### src/rtl/led_status_pkg.sv
// Shared definitions for the LED status driver: channel mode encodings and
// the reset personality of each channel.
package led_status_pkg;

  typedef logic [1:0] mode_t;

  localparam mode_t MODE_OFF    = 2'd0;
  localparam mode_t MODE_ON     = 2'd1;
  localparam mode_t MODE_BLINK  = 2'd2;
  localparam mode_t MODE_STROBE = 2'd3;

  // Channel 0 comes up as the legacy heartbeat (blink on the prescaler MSB,
  // tap resolved by the top level); every other channel comes up dark.
  localparam mode_t       CH0_RST_MODE = MODE_BLINK;
  localparam mode_t       CHN_RST_MODE = MODE_OFF;
  localparam int unsigned CHN_RST_TAP  = 0;

endpackage

### src/rtl/led_status_ctrl_channel.sv
// One LED channel: mode/tap registers, event edge detector, strobe stretcher
// and the registered LED drive.
module led_channel
  import led_status_pkg::*;
#(
  parameter int             CNT_W     = 22,
  parameter int             TAP_W     = 5,
  parameter int             STRETCH_W = 16,
  parameter mode_t          RST_MODE  = MODE_OFF,
  parameter logic [TAP_W-1:0] RST_TAP = '0
) (
  input  logic             clk,
  input  logic             rst_n,
  input  logic             cfg_load,
  input  mode_t            cfg_mode,
  input  logic [TAP_W-1:0] cfg_tap,
  input  logic [CNT_W-1:0] cnt,
  input  logic             event_in,
  output logic             led_out
);

  localparam int TAP_SPAN = 1 << TAP_W;

  mode_t                mode_reg;
  logic [TAP_W-1:0]     tap_reg;
  logic                 event_prev_reg;
  logic [STRETCH_W-1:0] stretch_reg;
  logic                 led_reg;
  logic                 led_next;
  logic                 event_rise;
  logic [TAP_SPAN-1:0]  cnt_ext;

  // Widen the prescaler so every tap code indexes a real bit.
  assign cnt_ext    = TAP_SPAN'(cnt);
  assign event_rise = event_in && !event_prev_reg;

  always_comb begin
    led_next = 1'b0;
    case (mode_reg)
      MODE_OFF:    led_next = 1'b0;
      MODE_ON:     led_next = 1'b1;
      MODE_BLINK:  led_next = cnt_ext[tap_reg];
      MODE_STROBE: led_next = (stretch_reg != '0);
      default:     led_next = 1'b0;
    endcase
  end

  always_ff @(posedge clk) begin
    if (!rst_n) begin
      mode_reg       <= RST_MODE;
      tap_reg        <= RST_TAP;
      event_prev_reg <= 1'b0;
      stretch_reg    <= '0;
      led_reg        <= 1'b0;
    end else begin
      event_prev_reg <= event_in;
      led_reg        <= led_next;
      // A config write takes priority and swallows a coincident edge.
      if (cfg_load) begin
        mode_reg    <= cfg_mode;
        tap_reg     <= cfg_tap;
        stretch_reg <= '0;
      end else if (event_rise && (mode_reg == MODE_STROBE)) begin
        stretch_reg <= '1;
      end else if (stretch_reg != '0) begin
        stretch_reg <= stretch_reg - 1'b1;
      end
    end
  end

  assign led_out = led_reg;

endmodule

### src/rtl/led_status_ctrl.sv
// Multi-channel LED status driver: shared free-running prescaler with wrap
// tick, configuration decode and tap clamping, NUM_LEDS independent channels.
module led_status_ctrl
  import led_status_pkg::*;
#(
  parameter int NUM_LEDS  = 4,
  parameter int CNT_W     = 22,
  parameter int TAP_W     = 5,
  parameter int STRETCH_W = 16,
  parameter int SEL_W     = 2
) (
  input  logic                clk,
  input  logic                rst_n,
  input  logic                cfg_we,
  input  logic [SEL_W-1:0]    cfg_sel,
  input  logic [1:0]          cfg_mode,
  input  logic [TAP_W-1:0]    cfg_tap,
  input  logic [NUM_LEDS-1:0] event_in,
  output logic [NUM_LEDS-1:0] led_out,
  output logic                tick
);

  localparam logic [TAP_W-1:0] TAP_MAX = TAP_W'(CNT_W - 1);

  logic [CNT_W-1:0]    cnt_reg;
  logic                tick_reg;
  logic [TAP_W-1:0]    tap_clamped;
  logic [NUM_LEDS-1:0] cfg_hit;

  always_ff @(posedge clk) begin
    if (!rst_n) begin
      cnt_reg  <= '0;
      tick_reg <= 1'b0;
    end else begin
      cnt_reg  <= cnt_reg + 1'b1;
      tick_reg <= (cnt_reg == '1);
    end
  end

  assign tick        = tick_reg;
  assign tap_clamped = ({1'b0, cfg_tap} >= (TAP_W + 1)'(CNT_W)) ? TAP_MAX : cfg_tap;

  // Selects at or above NUM_LEDS match no channel, so such writes vanish.
  generate
    for (genvar gi = 0; gi < NUM_LEDS; gi++) begin : g_chan
      assign cfg_hit[gi] = cfg_we && (cfg_sel == SEL_W'(gi));

      led_channel #(
        .CNT_W     (CNT_W),
        .TAP_W     (TAP_W),
        .STRETCH_W (STRETCH_W),
        .RST_MODE  ((gi == 0) ? CH0_RST_MODE : CHN_RST_MODE),
        .RST_TAP   ((gi == 0) ? TAP_MAX : TAP_W'(CHN_RST_TAP))
      ) u_chan (
        .clk      (clk),
        .rst_n    (rst_n),
        .cfg_load (cfg_hit[gi]),
        .cfg_mode (cfg_mode),
        .cfg_tap  (tap_clamped),
        .cnt      (cnt_reg),
        .event_in (event_in[gi]),
        .led_out  (led_out[gi])
      );
    end
  endgenerate

endmodule
### config.mk
export PLATFORM = sky130hd
export DESIGN_NAME = led_status_ctrl
export DESIGN_NICKNAME = d
export VERILOG_FILES = /design/src/rtl/led_status_pkg.sv /design/src/rtl/led_status_ctrl_channel.sv /design/src/rtl/led_status_ctrl.sv
export SDC_FILE = /design/constraint.sdc
export NUM_CORES = 1
export LEC_CHECK = 0
export ABC_AREA = 1
export ABC_CLOCK_PERIOD_IN_PS = 2000
export BUFFER_PORTS_ARGS = -buffer_cell sky130_fd_sc_hd__buf_2
export CAP_MARGIN = 20
export CORE_MARGIN = 5
export CORE_UTILIZATION = 27
export CTS_CLUSTER_SIZE = 14
export DETAILED_ROUTE_END_ITERATION = 7
export GPL_ROUTABILITY_DRIVEN = 0
export PLACE_DENSITY = 0.42
export SYNTH_ARGS = -nofsm -noshare
export SYNTH_HDL_FRONTEND = slang
export SYNTH_SLANG_ARGS = --single-unit
### constraint.sdc
create_clock -name clk -period 2 [get_ports clk]
set_input_delay 0.3 -clock clk [delete_from_list [all_inputs] [get_ports clk]]
set_output_delay 0.3 -clock clk [all_outputs]
set_load 0.005 [all_outputs]
== Word-level counts from Yosys, hierarchy flattened ==
Cells that the tools add are included.
Storage, ports and cells
  bits in registers: 123
Operators by class
  $add $sub $neg: 5
  $lt $le $gt $ge: 5
  equality and inequality tests: 16
  mux-type cells: 21
  bitwise operators: 1
  reduce and logical (&&, ||, !) cells: 33
Operator list (count)
  two-way mux 16 bit: 8
  nonzero test 16 bit: 4
  subtractor 16 x 1 -> 16 bit, second input constant: 4
  less-than comparator 5 x 6 -> 1 bit, second input constant: 4
  adder 22 x 1 -> 22 bit, second input constant: 1
  equality test 22 bit, second input constant: 1
  binary-select mux 1 bit (select 5 bit): 4
  equality test 2 bit, second input constant: 10
  one-hot mux 1 bit (4 select lines): 4
  logical AND 1 bit: 12
  equality test 2 x 1 -> 1 bit, second input constant: 5
  logical NOT 2 bit: 5
  nonzero test 2 bit: 4
  OR reduction 2 bit: 4
  greater-or-equal comparator 5 bit, second input constant: 1
  two-way mux 5 bit: 1
  logical NOT 1 bit: 4
  two-way mux 1 bit: 4
  NOT 1 bit: 1

== Logic depth before layout (Yosys ltp) ==
Gate-level depths: netlist of run 1.
  word-level depth: 4
  mapped depth: 13
  gate-level depth less buffers: 13

== Hierarchy ==
Synthesis of run 1 repeated with hierarchy kept, for this count alone.
Unflattened totals
  cells, all modules: 1116
  area, all modules: 7308.3 um2
By module, submodules not included
  led_channel at g_chan[1].u_chan ...: times used 3, cells each 234, area an instance 1510.2 um2, sequential area each 500.5 um2
  led_channel at g_chan[0].u_chan: times used 1, cells each 241, area an instance 1540.2 um2, sequential area each 500.5 um2
  led_status_ctrl: times used 1, cells each 173, area an instance 1237.4 um2, sequential area each 460.4 um2

== Worst setup path after synthesis of run 1 ==
OpenSTA, ideal clock, no wires.
  kind: flip-flop to flip-flop
  start point: reg g_chan[3].u_chan.stretch_reg[0]
  end point: reg g_chan[3].u_chan.stretch_reg[13]
  setup time: 118 ps
  arrival time: 1461 ps
  data required time: 1882 ps
  path slack: 422 ps
  cell stages (with the launch flop): 14
  clock period less this slack: 1578 ps
  path through: dfxtp_1 inv_1 ha_1 nand2_1 nor2_4 nand2_2 nor2_4 nand2_4 inv_2 nand2_4 nand2_1 nor2_1 a21oi_1 nor2_1
Between the ends
  cells in the longest elaborated chain, start to end: 3
  elaborated cells between the ends (all ways): 5
RTL lines
  start, declared: line led_status_ctrl_channel.sv:27  | logic [STRETCH_W-1:0] stretch_reg;
  start signal, assigned: line led_status_ctrl_channel.sv:66  | stretch_reg <= stretch_reg - 1'b1;
  subtractor 16 x 1 -> 16 bit: line led_status_ctrl_channel.sv:66
  two-way mux 16 bit: line led_status_ctrl_channel.sv:65  | end else if (stretch_reg != '0) begin
  two-way mux 16 bit: line led_status_ctrl_channel.sv:63  | end else if (event_rise && (mode_reg == MODE_STROBE)) begin
Several ways; a longest one is shown, not always the timed one. The select of a mux whose other input is x is not followed.
A chain may end at the register's enable or synchronous reset.

== Worst setup path after layout of run 1 ==
  start point: reg g_chan[0].u_chan.stretch_reg[0]
  end point: reg g_chan[0].u_chan.stretch_reg[0]
Between the ends
  cells in the longest elaborated chain, start to end: 3
  elaborated cells between the ends (all ways): 5
RTL lines (line)
  start, declared: led_status_ctrl_channel.sv:27
  start signal, assigned: led_status_ctrl_channel.sv:66
  subtractor 16 x 1 -> 16 bit: led_status_ctrl_channel.sv:66
  two-way mux 16 bit: led_status_ctrl_channel.sv:65
  two-way mux 16 bit: led_status_ctrl_channel.sv:63
Several ways; a longest one is shown, not always the timed one. The select of a mux whose other input is x is not followed.

==> results of run 1 <==
[layout make-up]
cell class | count | area (um2) | area share [%]
multi-input cells | 711 | 3635 | 46.11
repair buffers | 40 | 250.2 | 3.175
clock inverters | 14 | 146.4 | 1.857
flip-flops and latches | 123 | 2462 | 31.24
clock buffers | 18 | 439.2 | 5.571
well taps | 330 | 412.9 | 5.238
inverters | 143 | 536.8 | 6.810
[worst max-delay path by stage]
stage	to	cells after the start	slack, ns
floorplan	g_chan[3].u_chan.stretch_reg[13]	13	0.42
global placement	g_chan[0].u_chan.stretch_reg[0]	9	0.24
detailed placement	g_chan[0].u_chan.stretch_reg[0]	9	0.21
CTS	g_chan[0].u_chan.stretch_reg[0]	9	0.19
global route	g_chan[0].u_chan.stretch_reg[6]	9	0.01
finish	g_chan[0].u_chan.stretch_reg[0]	9	0.18
[worst max-delay path, cell delays in order (launching register included)]
cell and delay [ns]:
dfxtp_1 0.34, inv_2 0.08, ha_1 0.18, nand3_1 0.16, nor2_2 0.23, nand3_1 0.13, nor2_1 0.23, inv_1 0.13
a21oi_1 0.14, a21oi_1 0.07
[report_power, final]
group          internal, mW  switching, mW  leakage [nW]  total (mW)
Sequential             2.99          0.473          1.00        3.46
Clock                  1.87           1.19         0.282        3.05
Combinational          1.75           3.14          2.11        4.89
[Yosys cell counts, types with 2 or more instances]
master | instances | share of area (%)
and2_1 | 2 | 0.18
o21ai_0 | 33 | 2.4
inv_1 | 131 | 7.3
nand4_1 | 13 | 1.2
o21ai_1 | 5 | 0.37
nor2_2 | 8 | 0.74
ha_1 | 5 | 0.92
buf_4 | 4 | 0.44
nor3_2 | 2 | 0.30
clkbuf_1 | 5 | 0.28
nor3_1 | 20 | 1.5
buf_2 | 11 | 0.81
or2_2 | 4 | 0.37
a31oi_1 | 13 | 1.2
a21oi_1 | 61 | 4.5
nor3_4 | 6 | 1.4
xnor2_1 | 6 | 0.78
buf_1 | 4 | 0.22
nand2_1 | 243 | 13
a22oi_1 | 3 | 0.33
o2111ai_1 | 4 | 0.52
nand3_1 | 101 | 7.5
nand4_2 | 2 | 0.37
dfxtp_1 | 123 | 36
nor2_1 | 100 | 5.5
inv_2 | 12 | 0.67
a211oi_1 | 6 | 0.67
xor2_1 | 2 | 0.26
nand2_4 | 2 | 0.33
or2_1 | 2 | 0.18
nand2_2 | 5 | 0.46
a311oi_1 | 19 | 2.5
nand3_2 | 3 | 0.44
nand3b_1 | 7 | 0.78
nor2_4 | 7 | 1.2
o22ai_1 | 20 | 1.8
[cell families after synthesis]
logic type | after synthesis
AND/OR/NAND/NOR | 531
adder cells (fa/ha/maj) | 5
flip-flops | 123
buffers and inverters | 169
XOR/XNOR | 8
AO/OA/AOI/OAI | 167
[through the flow]
stage	hold slack [ns]	setup WS (ns)	utilization, %
2_1_floorplan	0.3935	0.4215	-
3_3_place_gp	0.4541	0.2393	29.20
3_5_place_dp	0.4582	0.2062	29.20
4_1_cts	0.08344	0.1933	31.55
5_1_grt	0.08926	0.01077	31.58
6_report	0.09505	0.1807	31.58
[per-layer routing]
layer  wire, um  GRT usage (%)
met1      10060          20.00
met5         21              0
met2       8383          21.23
met4        262          3.846
met3        665          3.334
[repair_timing]
item,4_1_cts,5_1_grt
setup endpoints to repair,0,3
setup buffers,0,0
hold buffers,0,0
resized for setup,0,2
==> out/metrics.csv, run 1 <==
stage,metric,value,unit
run_status,outcome,finished clean,
finish,Filler Cells Inserted,2775,
grt,initial antenna violation count,2,
worst_hold_path,HP Class,in -> reg,
place,IO buf count,20,
route,via count,6470,
timing,Setup TNS Final,0,ns
yosys,Synth Flop Type,dfxtp_1,
yosys,adder-cell share of the synthesized area,0.9240,%
yosys,asr flop ratio synth,0,%
yosys,multiplexer share of the synthesized area,0,%
place,Post-DP HPWL,14.24,mm
setup_path,Worst Setup End Kind,register,
yosys,"flops & latches, synth",123,
setup_path,R2R Path Start,g_chan[0].u_chan.stretch_reg[0],
yosys,Mapped Nets,1024,
clock_network,clk root buf,clkbuf_16,
timing,clock skew,0.01040,ns
timing,setup violators final,0,
clock_network,Max Buffers Root-to-Sink,2,
yosys,complex-gate fraction of the synthesized area,14.71,%
finish,nets,1057,
timing,clock period minus worst slack,1.819,ns
setup_path,Worst R2R Path Depth,9,
clock_network,clk slew on worst S/H paths,0.06,ns
yosys,sequential area share after synthesis,36.37,%
setup_path,"critical path fanouts, max",5,
floorplan,Initial Util,27.12,%
setup_path,Reg2Reg Capture Point,g_chan[0].u_chan.stretch_reg[0],
yosys,"Warnings, synthesis",0,
grt,largest net degree at the start of global routing,23,
worst_hold_path,hold depth,3,
timing,Fin. Hold Viols,0,
floorplan,Die W,168.4,um
timing,final period utilization,90.97,%
grt,first-pass GRT wire length,32.15,mm
timing,measured slew at the worst slew-check pin,0.5145,ns
timing,unrepaired setup endpoints after global routing,no,
yosys,xor/xnor cell area share of the yosys netlist,1.035,%
timing,Pins Over Slew Limit,0,
clock_network,CTS tree,built,
clock_network,clk sink count,123,
pwr,maximum VDD drop,662.0,uV
route,# DRC,0,
yosys,Syn Area/Cell,6.750,um2
clock_network,CTS Buf Count,17,
timing,Fmax,549.7,MHz
yosys,Post-Synth Simple-Gate Area,36.91,%
finish,Layout area overhead,16.43,%
finish,Largest register FFs,64,
yosys,"EDFF count, synth",0,
finish,post-route insts no fill,1379,
timing,Rel. slew slack,65.57,%
route,vias per cell,4.692,
setup_path,worst reg2reg setup slack,0.18,ns
setup_path,"Data required, critical path",2.29,ns
setup_path,Worst Setup Start Kind,register,
finish,layout cells sized above 1,12.30,%
finish,"commonest non-fill, non-tap cells in the layout","nand2_1, inv_1, dfxtp_1",
route,WL final,19.39,mm
worst_hold_path,min-delay src,event_in[3],
route,Routed WL per cell,14.06,um
floorplan,Row Count,58,
pwr,power per cell area,1447,mW/mm2
grt,number of global-route vias before repair,6101,
finish,ANT cells,0,
setup_path,CP startpoint,g_chan[0].u_chan.stretch_reg[0],
flow_run,max cap viols,0,
floorplan,total die area,0.02834,mm2
place,placed instance area,0.007289,mm2
setup_path,"Arr. time, crit path",2.11,ns
pwr,Leakage Power,3.400,nW
route,drt pass-1 iters,5,
floorplan,# IOs,21,
yosys,Mapped Cells,1003,
worst_hold_path,Hold Path Sink,g_chan[3].u_chan.event_prev_reg,
setup_path,Crit Path Category,reg -> reg,
place,Inst Count DP,1347,
finish,fin area,0.007883,mm2
floorplan,Die Y,168.4,um
yosys,post-synth cell types,45,
finish,"commonest non-fill, non-tap cell in the layout",nand2_1,
clock_network,Worst-Skew Late Latency,0.41,ns
yosys,post-synthesis cell area,0.006770,mm2
yosys,largest family of logic cells by synthesized area,simple AND/OR/NAND/NOR gates,
grt,Congestion Overflow GR,0,
route,initial DRC count,469,
floorplan,area of the core,0.02496,mm2
grt,Total GRT Usage,14.04,%
clock_network,htree depth,4,
route,Final ANT Viol Nets,0,
pwr,total power,11.40,mW
Power figures use the tool's default switching activity.
==> run 2: changes to the inputs <==
--- a/config.mk
+++ b/config.mk
@@ -7,14 +7,14 @@
 export LEC_CHECK = 0
 export ABC_AREA = 1
 export ABC_CLOCK_PERIOD_IN_PS = 2000
-export BUFFER_PORTS_ARGS = -buffer_cell sky130_fd_sc_hd__buf_2
 export CAP_MARGIN = 20
 export CORE_MARGIN = 5
 export CORE_UTILIZATION = 27
 export CTS_CLUSTER_SIZE = 14
 export DETAILED_ROUTE_END_ITERATION = 7
+export DONT_BUFFER_PORTS = 1
 export GPL_ROUTABILITY_DRIVEN = 0
-export PLACE_DENSITY = 0.42
+export PLACE_DENSITY = 0.41
 export SYNTH_ARGS = -nofsm -noshare
 export SYNTH_HDL_FRONTEND = slang
 export SYNTH_SLANG_ARGS = --single-unit
==> run 2 against run 1 <==
Non-clock buffer count down 16. Final cell count shrank 1.2%. Critical path depth up 4. Clock power up 4%. Via count shrank 0.77%. Total power rose by 0.88%. Sequential power is essentially flat. Global-route usage fell by 0.11 points. Combinational power about the same. Critical endpoint is now g_chan[3].u_chan.stretch_reg[13]. Largest power group unchanged.
==> out/metrics.csv, run 2 (synthesis results as in run 1) <==
stage,metric,value,unit,change
run_status,outcome,finished clean,,
finish,"commonest non-fill, non-tap cells in the layout","nand2_1, inv_1, dfxtp_1",,
route,drt pass-1 iters,5,,unchanged
place,placed instance area,0.007164,mm2,-1.7%
finish,Largest register FFs,64,,unchanged
setup_path,CP startpoint,g_chan[3].u_chan.stretch_reg[0],,
timing,measured slew at the worst slew-check pin,0.6344,ns,+0.1199 ns
clock_network,clk sink count,123,,unchanged
setup_path,Worst Setup End Kind,register,,
timing,final period utilization,88.35,%,-2.6 points
finish,ANT cells,0,,unchanged
setup_path,Worst R2R Path Depth,13,,+4
pwr,maximum VDD drop,623.2,uV,-5.9%
setup_path,Worst Setup Start Kind,register,,
grt,largest net degree at the start of global routing,35,,+52%
route,WL final,19.48,mm,+0.42%
grt,first-pass GRT wire length,32.00,mm,-0.45%
route,initial DRC count,375,,-20%
place,Inst Count DP,1322,,-1.9%
clock_network,clk slew on worst S/H paths,0.06,ns,about the same
finish,"commonest non-fill, non-tap cell in the layout",nand2_1,,
floorplan,Die W,168.4,um,unchanged
setup_path,R2R Path Start,g_chan[3].u_chan.stretch_reg[0],,
route,Routed WL per cell,14.29,um,+1.6%
grt,Congestion Overflow GR,0,,unchanged
setup_path,Reg2Reg Capture Point,g_chan[3].u_chan.stretch_reg[13],,
place,IO buf count,0,,-100%
grt,Total GRT Usage,13.93,%,-0.11 points
clock_network,CTS Buf Count,17,,unchanged
pwr,Logic pwr share,42.4,%,-0.5 points
finish,layout cells sized above 1,9.487,%,-2.8 points
floorplan,total die area,0.02834,mm2,unchanged
finish,fin area,0.007853,mm2,-0.38%
grt,initial antenna violation count,0,,-2
setup_path,"Data required, critical path",2.30,ns,about the same
floorplan,# IOs,21,,unchanged
grt,number of global-route vias before repair,6127,,+0.43%
timing,unrepaired setup endpoints after global routing,no,,
clock_network,Worst-Skew Late Latency,0.41,ns,about the same
clock_network,Max Buffers Root-to-Sink,2,,unchanged
pwr,clock power share,27.5,%,+0.7 points
timing,Fmax,565.9,MHz,+3.0%
finish,nets,1041,,-1.5%
clock_network,CTS tree,built,,
pwr,Sw Ratio,40.92,%,-1.2 points
flow_run,max cap viols,0,,unchanged
timing,clock period minus worst slack,1.767,ns,-0.05228 ns
place,Post-DP HPWL,14.07,mm,-1.2%
route,# DRC,0,,unchanged
timing,Setup TNS Final,0,ns,unchanged
worst_hold_path,HP Class,in -> reg,,
route,via count,6420,,-0.77%
setup_path,crit path to,g_chan[3].u_chan.stretch_reg[13],,
timing,Fin. Hold Viols,0,,unchanged
finish,Layout area overhead,15.99,%,
pwr,Leakage Power,3.336,nW,-1.9%
floorplan,Die Y,168.4,um,unchanged
timing,Pins Over Slew Limit,0,,unchanged
setup_path,"Arr. time, crit path",2.07,ns,-0.04 ns
pwr,power per cell area,1465,mW/mm2,+1.3%
timing,setup violators final,0,,unchanged
clock_network,CTS resizes,0,,unchanged
pwr,P_int,6.797,mW,+2.9%
timing,Rel. slew slack,57.38,%,-8.2 points
clock_network,htree depth,4,,unchanged
clock_network,buffer count from post-CTS setup fixing,0,,unchanged
floorplan,area of the core,0.02496,mm2,unchanged
setup_path,Crit Path Category,reg -> reg,,
finish,post-route insts no fill,1363,,-1.2%
pwr,switching pwr,4.707,mW,-1.9%
floorplan,Row Count,58,,unchanged
setup_path,"critical path fanouts, max",6,,+1
clock_network,clk root buf,clkbuf_16,,
timing,clock skew,0.01035,ns,-0.00005150 ns
floorplan,Initial Util,27.12,%,unchanged
route,Final ANT Viol Nets,0,,unchanged
setup_path,worst reg2reg setup slack,0.23,ns,+0.05 ns
route,vias per cell,4.710,,+0.39%
pwr,Reg power frac,30.1,%,-0.3 points
-- run 2: power by group through the flow --
stage	logic, mW	clock network [mW]	registers, mW
6_report	4.88	3.16	3.46
5_1_grt	5.63	3.37	3.55
4_1_cts	4.91	3.25	3.46
3_5_place_dp	4.88	0	3.50
3_3_place_gp	4.96	0	3.52
2_1_floorplan	3.96	0	3.37
-- run 2: through the flow --
step	util, %	worst slack (ns)	hold WS (ns)	total power [mW]
4_1_cts	31.46	0.2091	0.001788	11.63
6_report	31.46	0.2330	0.03634	11.50
3_3_place_gp	28.70	0.2222	0.3952	8.480
2_1_floorplan	-	0.4215	0.3935	7.332
3_5_place_dp	28.70	0.2138	0.3978	8.375
5_1_grt	31.46	0.004512	0.01505	12.55
-- run 2: area by class of cell --
type                       count  area (um2)
multi-input combinational    711        3627
clock buffer                  25       485.5
sequential                   123        2462
inverter                     143       536.8
clock inverter                 7       112.6
fill                        2736       17110
tap                          330       412.9
timing repair buffer          24       215.2
-- run 2: what timing repair did --
| action | 4_1_cts | 5_1_grt |
|---|---|---|
| endpoints found under the hold margin | 5 | 0 |
| endpoints found under the setup margin | 0 | 0 |
| hold buffers | 9 | 0 |
-- run 2: how the worst min path moves through the flow --
stage	startpoint	end	slack (ns)	cells past startpoint
after floorplan	event_in[0]	g_chan[0].u_chan.event_prev_reg	0.39	2
after global placement	event_in[3]	g_chan[3].u_chan.event_prev_reg	0.40	2
after detailed placement	event_in[0]	g_chan[0].u_chan.event_prev_reg	0.40	2
after CTS	rst_n	cnt_reg[10]	0.002	2
after global routing	rst_n	cnt_reg[10]	0.02	2
final	rst_n	cnt_reg[10]	0.04	2
-- run 2: per-layer routing --
| layer | track usage, % | share of wire, % | up-vias |
|---|---|---|---|
| li1 | - | - | 3355 |
| met1 | 19.54 | 51 | 2936 |
| met2 | 21.12 | 44 | 100 |
| met3 | 3.005 | 3.5 | 29 |
| met4 | 4.869 | 1.7 | 0 |
| met5 | 0 | 0 | - |
-- run 2: worst max-delay path: stages, from the launching register on --
cell	delay, ns
dfxtp_1	0.31
inv_1	0.11
ha_1	0.18
nand2_1	0.10
nor2_4	0.14
nand2_2	0.09
nor2_4	0.15
nand2_4	0.08
inv_2	0.08
nand2_4	0.07
nand2_1	0.12
nor2_1	0.05
a21oi_1	0.12
nor2_1	0.05
